--- config.mk ---
export PLATFORM = sky130hd
export DESIGN_NAME = alu_arbiter_flat
export DESIGN_NICKNAME = d
export VERILOG_FILES = /design/src/rtl/alu_arbiter_if.sv /design/src/rtl/alu_arbiter.sv /design/src/flat_wrapper.sv
export SDC_FILE = /design/constraint.sdc
export NUM_CORES = 1
export LEC_CHECK = 0
export BUFFER_PORTS_ARGS = -buffer_cell sky130_fd_sc_hd__buf_2
export CAP_MARGIN = 20
export CORE_AREA = 2 2 132 134
export CTS_CLUSTER_SIZE = 10
export DETAILED_ROUTE_END_ITERATION = 10
export DIE_AREA = 0 0 134 136
export PLACE_DENSITY_LB_ADDON = 0.05
export SLEW_MARGIN = 40
export SYNTH_ARGS = -nofsm -noshare
export SYNTH_HDL_FRONTEND = slang
export SYNTH_SLANG_ARGS = --single-unit
--- constraint.sdc ---
create_clock -name i_clk -period 1.6 [get_ports i_clk]
set_input_delay 0.24 -clock i_clk [delete_from_list [all_inputs] [get_ports i_clk]]
set_output_delay 0.24 -clock i_clk [all_outputs]
set_load 0.01 [all_outputs]
--- src/rtl/alu_arbiter_if.sv ---
// Request/response/ALU bundle shared by two requesters and one arbitrated combinational ALU.
// Latency: none (wires only).
// Backpressure: valid/ready on both the request and response channels of each requester.
//
// Ports (as seen by the arbiter, modport slave):
//   i_reqN_valid/op/data_1/data_2 in, o_reqN_ready out   -- requester N request channel
//   o_rspN_valid/result out, i_rspN_ready in             -- requester N response channel
//   o_alu_op/data_1/data_2 out, i_alu_result in          -- shared combinational ALU
interface alu_arbiter_if #(
    parameter int XLEN   = 32,
    parameter int ALUOPS = 4
);
    logic              i_req0_valid;
    logic              o_req0_ready;
    logic [ALUOPS-1:0] i_req0_op;
    logic [XLEN-1:0]   i_req0_data_1;
    logic [XLEN-1:0]   i_req0_data_2;

    logic              i_req1_valid;
    logic              o_req1_ready;
    logic [ALUOPS-1:0] i_req1_op;
    logic [XLEN-1:0]   i_req1_data_1;
    logic [XLEN-1:0]   i_req1_data_2;

    logic              o_rsp0_valid;
    logic              i_rsp0_ready;
    logic [XLEN-1:0]   o_rsp0_result;

    logic              o_rsp1_valid;
    logic              i_rsp1_ready;
    logic [XLEN-1:0]   o_rsp1_result;

    logic [ALUOPS-1:0] o_alu_op;
    logic [XLEN-1:0]   o_alu_data_1;
    logic [XLEN-1:0]   o_alu_data_2;
    logic [XLEN-1:0]   i_alu_result;

    modport slave (
        input  i_req0_valid, i_req0_op, i_req0_data_1, i_req0_data_2,
        input  i_req1_valid, i_req1_op, i_req1_data_1, i_req1_data_2,
        input  i_rsp0_ready, i_rsp1_ready, i_alu_result,
        output o_req0_ready, o_req1_ready,
        output o_rsp0_valid, o_rsp0_result, o_rsp1_valid, o_rsp1_result,
        output o_alu_op, o_alu_data_1, o_alu_data_2
    );

    modport master (
        output i_req0_valid, i_req0_op, i_req0_data_1, i_req0_data_2,
        output i_req1_valid, i_req1_op, i_req1_data_1, i_req1_data_2,
        output i_rsp0_ready, i_rsp1_ready, i_alu_result,
        input  o_req0_ready, o_req1_ready,
        input  o_rsp0_valid, o_rsp0_result, o_rsp1_valid, o_rsp1_result,
        input  o_alu_op, o_alu_data_1, o_alu_data_2
    );
endinterface

--- src/rtl/alu_arbiter.sv ---
// Round-robin arbiter sharing one combinational ALU between two requesters, one result slot.
// Latency: 1 cycle from request acceptance to response valid; one op per cycle sustained.
// Backpressure: request ready only when the slot is empty or drains this cycle; stalled response holds.
//
// Ports: i_clk, i_rst_n (async active-low); bus (alu_arbiter_if.slave) carries both request
// channels, both response channels and the ALU drive/result; o_busy = response held;
// o_op_count = completed response handshakes (wraps).
module alu_arbiter #(
    parameter int XLEN   = 32,
    parameter int ALUOPS = 4
) (
    input  logic         i_clk,
    input  logic         i_rst_n,
    alu_arbiter_if.slave bus,
    output logic         o_busy,
    output logic [31:0]  o_op_count
);

    typedef enum logic {IDLE = 1'b0, RESP = 1'b1} state_t;

    state_t            state_q, state_d;
    logic              own_q, own_d;
    logic              rr_q, rr_d;
    logic [XLEN-1:0]   result_q, result_d;
    logic [31:0]       op_count_q, op_count_d;

    logic              grant;
    logic              rsp_hs;
    logic              free;
    logic              accept;
    logic [ALUOPS-1:0] alu_op;

    always_ff @(posedge i_clk or negedge i_rst_n) begin
        if (!i_rst_n) begin
            state_q    <= IDLE;
            own_q      <= 1'b0;
            rr_q       <= 1'b0;
            result_q   <= '0;
            op_count_q <= '0;
        end else begin
            state_q    <= state_d;
            own_q      <= own_d;
            rr_q       <= rr_d;
            result_q   <= result_d;
            op_count_q <= op_count_d;
        end
    end

    always_comb begin
        state_d    = state_q;
        own_d      = own_q;
        rr_d       = rr_q;
        result_d   = result_q;
        op_count_d = op_count_q;

        // A lone requester wins outright; contention or silence falls back to the pointer,
        // so the ALU always sees some requester's operands.
        grant = rr_q;
        if (bus.i_req0_valid && !bus.i_req1_valid) begin
            grant = 1'b0;
        end else if (!bus.i_req0_valid && bus.i_req1_valid) begin
            grant = 1'b1;
        end

        // Only the owner's ready can complete the held response.
        rsp_hs = (state_q == RESP) && (own_q ? bus.i_rsp1_ready : bus.i_rsp0_ready);
        free   = (state_q == IDLE) || rsp_hs;

        bus.o_req0_ready = free && !grant;
        bus.o_req1_ready = free && grant;
        accept = (bus.o_req0_ready && bus.i_req0_valid) || (bus.o_req1_ready && bus.i_req1_valid);

        alu_op           = grant ? bus.i_req1_op     : bus.i_req0_op;
        bus.o_alu_op     = alu_op;
        bus.o_alu_data_1 = grant ? bus.i_req1_data_1 : bus.i_req0_data_1;
        bus.o_alu_data_2 = grant ? bus.i_req1_data_2 : bus.i_req0_data_2;

        if (rsp_hs) begin
            op_count_d = op_count_q + 32'd1;
        end

        // A same-cycle acceptance refills the slot behind a draining response.
        if (accept) begin
            state_d  = RESP;
            own_d    = grant;
            rr_d     = !grant;
            result_d = bus.i_alu_result;
        end else if (rsp_hs) begin
            state_d  = IDLE;
        end
    end

    always_comb begin
        bus.o_rsp0_valid  = (state_q == RESP) && !own_q;
        bus.o_rsp1_valid  = (state_q == RESP) && own_q;
        bus.o_rsp0_result = bus.o_rsp0_valid ? result_q : '0;
        bus.o_rsp1_result = bus.o_rsp1_valid ? result_q : '0;
    end

    assign o_busy     = (state_q == RESP);
    assign o_op_count = op_count_q;

endmodule

--- src/flat_wrapper.sv ---
// flat-port wrapper written by rule: the top's interface ports become plain ports
module alu_arbiter_flat 
#(
    parameter int XLEN   = 32,
    parameter int ALUOPS = 4
)
  (i_clk, i_rst_n, o_busy, o_op_count, bus_i_req0_valid, bus_i_req0_op, bus_i_req0_data_1, bus_i_req0_data_2, bus_i_req1_valid, bus_i_req1_op, bus_i_req1_data_1, bus_i_req1_data_2, bus_i_rsp0_ready, bus_i_rsp1_ready, bus_i_alu_result, bus_o_req0_ready, bus_o_req1_ready, bus_o_rsp0_valid, bus_o_rsp0_result, bus_o_rsp1_valid, bus_o_rsp1_result, bus_o_alu_op, bus_o_alu_data_1, bus_o_alu_data_2);
  alu_arbiter_if #(.XLEN(XLEN), .ALUOPS(ALUOPS)) bus_i ();
  input  logic i_clk;
  input  logic i_rst_n;
  output logic o_busy;
  output logic [31:0] o_op_count;
  input wire logic [$bits(bus_i.i_req0_valid)-1:0] bus_i_req0_valid;
  input wire logic [$bits(bus_i.i_req0_op)-1:0] bus_i_req0_op;
  input wire logic [$bits(bus_i.i_req0_data_1)-1:0] bus_i_req0_data_1;
  input wire logic [$bits(bus_i.i_req0_data_2)-1:0] bus_i_req0_data_2;
  input wire logic [$bits(bus_i.i_req1_valid)-1:0] bus_i_req1_valid;
  input wire logic [$bits(bus_i.i_req1_op)-1:0] bus_i_req1_op;
  input wire logic [$bits(bus_i.i_req1_data_1)-1:0] bus_i_req1_data_1;
  input wire logic [$bits(bus_i.i_req1_data_2)-1:0] bus_i_req1_data_2;
  input wire logic [$bits(bus_i.i_rsp0_ready)-1:0] bus_i_rsp0_ready;
  input wire logic [$bits(bus_i.i_rsp1_ready)-1:0] bus_i_rsp1_ready;
  input wire logic [$bits(bus_i.i_alu_result)-1:0] bus_i_alu_result;
  output wire logic [$bits(bus_i.o_req0_ready)-1:0] bus_o_req0_ready;
  output wire logic [$bits(bus_i.o_req1_ready)-1:0] bus_o_req1_ready;
  output wire logic [$bits(bus_i.o_rsp0_valid)-1:0] bus_o_rsp0_valid;
  output wire logic [$bits(bus_i.o_rsp0_result)-1:0] bus_o_rsp0_result;
  output wire logic [$bits(bus_i.o_rsp1_valid)-1:0] bus_o_rsp1_valid;
  output wire logic [$bits(bus_i.o_rsp1_result)-1:0] bus_o_rsp1_result;
  output wire logic [$bits(bus_i.o_alu_op)-1:0] bus_o_alu_op;
  output wire logic [$bits(bus_i.o_alu_data_1)-1:0] bus_o_alu_data_1;
  output wire logic [$bits(bus_i.o_alu_data_2)-1:0] bus_o_alu_data_2;
  assign bus_i.i_req0_valid = bus_i_req0_valid;
  assign bus_i.i_req0_op = bus_i_req0_op;
  assign bus_i.i_req0_data_1 = bus_i_req0_data_1;
  assign bus_i.i_req0_data_2 = bus_i_req0_data_2;
  assign bus_i.i_req1_valid = bus_i_req1_valid;
  assign bus_i.i_req1_op = bus_i_req1_op;
  assign bus_i.i_req1_data_1 = bus_i_req1_data_1;
  assign bus_i.i_req1_data_2 = bus_i_req1_data_2;
  assign bus_i.i_rsp0_ready = bus_i_rsp0_ready;
  assign bus_i.i_rsp1_ready = bus_i_rsp1_ready;
  assign bus_i.i_alu_result = bus_i_alu_result;
  assign bus_o_req0_ready = bus_i.o_req0_ready;
  assign bus_o_req1_ready = bus_i.o_req1_ready;
  assign bus_o_rsp0_valid = bus_i.o_rsp0_valid;
  assign bus_o_rsp0_result = bus_i.o_rsp0_result;
  assign bus_o_rsp1_valid = bus_i.o_rsp1_valid;
  assign bus_o_rsp1_result = bus_i.o_rsp1_result;
  assign bus_o_alu_op = bus_i.o_alu_op;
  assign bus_o_alu_data_1 = bus_i.o_alu_data_1;
  assign bus_o_alu_data_2 = bus_i.o_alu_data_2;
  alu_arbiter #(.XLEN(XLEN), .ALUOPS(ALUOPS)) u_core (.i_clk(i_clk), .i_rst_n(i_rst_n), .bus(bus_i), .o_busy(o_busy), .o_op_count(o_op_count));
endmodule
# [Yosys cells after proc, flatten, opt, wreduce, memory -nomap -nowiden]
# Cells that the tools add are included.
[totals] mem_bits_rw=0 input_bits=174 ff_bits=67 n_memories=0 latch_bits=0 rom_bits=0 wordCells=33 out_inout_bits=169
[classes] shifts=0 multipliers=0 n_reduce_logical=16 eq_ne=0 n_mux=10 div_mod_pow=0 bitwise_logic=1 add_sub_neg=1 n_lt_le_gt_ge=0
[ops] cell="32-bit two-way mux" n=4
[ops] cell="32-bit by 1-bit adder with 32-bit output (second input constant)" n=1
[ops] cell="1-bit logical AND" n=9
[ops] cell="1-bit two-way mux" n=5
[ops] cell="1-bit logical NOT" n=4
[ops] cell="4-bit two-way mux" n=1
[ops] cell="1-bit logical OR" n=2
[ops] cell="2-bit nonzero test" n=1
[ops] cell="1-bit NOT" n=1

# [Logic depth before layout (Yosys ltp)]
[logic_depth] ltp_word=9 mapped_depth=6

# [Least setup slack after synthesis]
# No wires, ideal clock.
[synth_path] kind="register -> output" start="register u_core.state_q (netlist: u_core.o_busy)" end="output port bus_o_rsp0_result[22]" setup_slack_ps=-57 stages_incl_launch_ff=5 n_path_buf=2 t_arrival_ps=1417 cell_sequence="dfrtp_1 > clkbuf_1 > nor2b_1 > clkbuf_1 > and2_1"
[synth_between] elab_chain_len=2
[synth_rtl] item="start: declaration" line="alu_arbiter.sv:21" text="state_t state_q, state_d;"
[synth_rtl] item="start signal: assignment" line="alu_arbiter.sv:41" text="state_q <= state_d;"
[synth_rtl] item="1-bit logical AND" line="alu_arbiter.sv:94" text="bus.o_rsp0_valid = (state_q == RESP) && !own_q;"
[synth_rtl] item="via bus_o_rsp0_valid" line="flat_wrapper.sv:26" text="output wire logic [$bits(bus_i.o_rsp0_valid)-1:0] bus_o_rsp0_valid;"
[synth_rtl] item="32-bit two-way mux" line="alu_arbiter.sv:96" text="bus.o_rsp0_result = bus.o_rsp0_valid ? result_q : '0;"
[synth_rtl] item="end: declaration" line="flat_wrapper.sv:27" text="output wire logic [$bits(bus_i.o_rsp0_result)-1:0] bus_o_rsp0_result;"
# The timed path passes the listed nets, and every way through them passes these cells.

# [Worst setup path after layout]
[layout_path] start="register u_core.rr_q" end="output port bus_o_alu_data_1[14]"
[layout_between] elab_chain_len=3
[layout_rtl] item="start: declaration" line="alu_arbiter.sv:23" text="logic rr_q, rr_d;"
[layout_rtl] item="start signal: assignment" line="alu_arbiter.sv:43" text="rr_q <= rr_d;"
[layout_rtl] item="1-bit two-way mux" line="alu_arbiter.sv:61" text="end else if (!bus.i_req0_valid && bus.i_req1_valid) begin"
[layout_rtl] item="1-bit two-way mux" line="alu_arbiter.sv:59" text="if (bus.i_req0_valid && !bus.i_req1_valid) begin"
[layout_rtl] item="32-bit two-way mux" line="alu_arbiter.sv:75" text="bus.o_alu_data_1 = grant ? bus.i_req1_data_1 : bus.i_req0_data_1;"
[layout_rtl] item="end: declaration" line="flat_wrapper.sv:31" text="output wire logic [$bits(bus_i.o_alu_data_1)-1:0] bus_o_alu_data_1;"
# No other way between the ends.

==> impl_metrics.toml <==
[power]
powerDensity_nw_per_um2 = 1370
power_mw = 12.3
p_leak_nw = 4.61
ir_drop_uv = 684

[synthesis]
syn_nets = 555
synth_edf_count = 0
syn_inst = 380
ys_warn_count = 0
yosysSeqAreaShare_pct = 40.2
yosysUniqueCellTypes = 33
ys_ff_latch = 67
syn_area_per_cell_um2 = 11.0
syn_area_um2 = 4170
synthArstFlopShare_pct = 100
synth-main-ff-cell = "dfrtp_1"

[global_route]
track_usage_pct = 20.7
gr-total-overflow = 0
grt_start_max_net_pins = 68
antenna_found_initial = 1
grt_pass1_wl_um = 28300
grt_pass1_vias = 4815

[worst_hold_path]
holdCritStartpoint = "bus_i_alu_result[21]"
hold_depth = 2
whs_endpoint = "u_core.result_q[21]$_DFFE_PN0P_"
min_path_type = "input port to flip-flop"

[sta]
min_period_ps = 2070
finalWorstSetupSlack_ps = -468
finalHoldViolCount = 0
finalClockSkew_ps = 7.94
setup_viol = 191
relSlewSlack_pct = 75.0
tightest_slew_ps = 373
slew_violations = 0
rsz0062_at_grt = "true"
period_share_pct = 129
fmax_ghz = 0.484

[clocking]
path_clk_slew_ps = 60
clockBufferDepth = 2
htree_levels = 3
clockRootBuffer = "clkbuf_16"
insertion_delay_ps = 340
cts_tree = "done"
cts_sinks = 67
cts_buffers = 9

[setup_path]
r2r_end = "u_core.o_op_count[14]$_DFFE_PN0P_"
worstRegToRegCells = 8
crit_fanout = 12
required_ps = 1360
cp-end-kind = "primary output"
critPathLaunchType = "flip-flop"
r2r_slack_ps = -180
critPathArrivalTime_ps = 1830
r2r-start = "u_core.own_q$_DFFE_PN0P_"
path_class = "flip-flop to primary output"

[route]
vias_per_cell = 4.52
via_count = 4647
drt_pass1_iterations = 4
wl_per_cell_um = 20.1
detail-route-antenna-nets = 0
drc = 0
dr.first_iter.drc_count = 70
routed_wl_um = 20700

[job]
cap_violations = 0

[die]
initial_utilization_pct = 24.7
die-area_um2 = 18200
io_pins = 343
die_w_um = 134
core-area_um2 = 16900
row_count = 48
die-height_um = 136

[layout]
fin_area_um2 = 9010
drive_gt1_share_pct = 81.2
fillers = 1510
fin_nets = 974
syn2layout_area_growth_pct = 116

[placed_design]
dpl.hpwl_um = 14600
finalWeightedCongestion = 0.773
dpl-instance-area_um2 = 6460
port_buffers = 342

[status]
violations = "setup timing"
status = "finished with violations"
-- cell usage in the layout (no fill, tap or decap), types with 3 or more instances in the layout --
cell type,Yosys,final
and3_4,0,34
buf_16,0,7
buf_12,0,14
nor4_4,0,5
buf_4,3,34
and4_1,5,5
nand4_1,10,10
inv_1,3,3
nand2_1,15,14
mux2_2,101,57
buf_6,1,155
clkbuf_16,0,13
and2_4,1,36
buf_2,9,212
and3_1,40,5
xnor2_1,14,12
nand3_4,0,3
mux2_4,0,45
nor3_4,0,4
nor2_1,8,3
dfrtp_1,67,66
buf_8,0,5
nor3_2,2,4
xor2_1,17,17
nor2_4,1,5
nand3_1,13,8
-- what timing repair did --
item	CTS	global route
endpoints found under the setup margin	165	197
endpoints found under the hold margin	67	0
hold buffers	1	0
gates cloned	13	4
pin swaps	30	31
resized for setup	186	189
setup buffers	22	18
-- final cells by class --
class,count,area (µm²),area share [%]
Timing Repair Buffer,432,3720,41.3
Multi-Input combinational cell,286,3040,33.7
Sequential cell,67,1680,18.6
Tap cell,225,282,3.12
Clock buffer,11,253,2.80
Clock inverter,4,26.3,0.292
Inverter,3,11.3,0.125
Antenna cell,1,2.50,0.0278
-- cells by family after synthesis --
family                     after synthesis  share of synthesized area (%)
buffers and inverters                   27                           3.15
xor gates and xnor gates                31                           6.52
muxes                                  103                           28.1
AOI/OAI and AO/OA                        4                          0.570
DFF                                     67                           40.2
and+or+nand+nor                        147                           21.1
adders and majority gates                1                          0.300
-- critical path, cell delays in order, from the launching register on --
cell	delay [ps]
dfrtp_1	370
o21ai_1	70
buf_4	140
o21ai_4	60
buf_12	180
clkbuf_16	180
mux2_2	350
buf_6	120
-- registers in the layout, summed over array words and instances, names as in the netlist --
register and count:
u_core.o_busy 1, u_core.o_op_count 32, u_core.own_q 1, u_core.rr_q 1
u_core.result_q 32
-- through the flow --
step / cells / hold slack (ps) / utilization [%] / setup TNS (ps) / setup WS (ps)
2_1_floorplan: 380 / -55.6 / - / -620 / -21.3
3_3_place_gp: 967 / 294 / 38.3 / -14110 / -214
3_5_place_dp: 967 / 292 / 38.3 / -14080 / -218
4_1_cts: 1018 / 121 / 47.5 / -46800 / -488
5_1_grt: 1029 / 124 / 53.4 / -56810 / -557
6_report: 1029 / 136 / 53.4 / -42810 / -468
-- cell usage after synthesis, types with 2 or more instances --
cell type,instances,area (µm²)
mux2_2,101,1140
dfrtp_1,67,1680
and3_1,40,250
and2_1,36,225
xor2_1,17,149
nand2_1,15,56.3
xnor2_1,14,123
nand3_1,13,65.1
clkbuf_1,11,41.3
nand4_1,10,62.6
buf_2,9,45.0
nor2_1,8,30.0
nor3_1,7,35.0
and4_1,5,43.8
nor4_1,4,25.0
buf_4,3,22.5
inv_1,3,11.3
nor3_2,2,20.0
-- report_power, final --
group	switching (mW)	total [mW]	internal [mW]
sequential	0.409	2.49	2.09
clock	0.755	1.88	1.12
combinational	3.00	7.96	4.96
-- routing by layer --
| metal | vias to the layer above | share of wire (%) | global-route usage (%) |
|---|---|---|---|
| met5 | - | 0 | 0 |
| li1 | 2191 | - | - |
| met2 | 192 | 50 | 34.3 |
| met1 | 2240 | 40 | 25.2 |
| met3 | 24 | 8.7 | 8.58 |
| met4 | 0 | 1.9 | 4.55 |
-- how the worst max path moves through the flow --
stage	from	end	slack [ps]	cells after the start
floorplan	u_core.own_q$_DFFE_PN0P_	u_core.result_q[0]$_DFFE_PN0P_	-20	6
global placement	bus_i_req0_valid	bus_o_alu_data_2[25]	-210	8
detailed placement	bus_i_req0_valid	bus_o_alu_data_2[0]	-220	8
CTS	u_core.rr_q$_DFFE_PN0P_	bus_o_alu_data_1[30]	-490	7
global route	u_core.rr_q$_DFFE_PN0P_	bus_o_alu_data_2[9]	-560	7
finish	u_core.rr_q$_DFFE_PN0P_	bus_o_alu_data_1[14]	-470	7
Note: power is estimated with default switching activity, not from simulation.
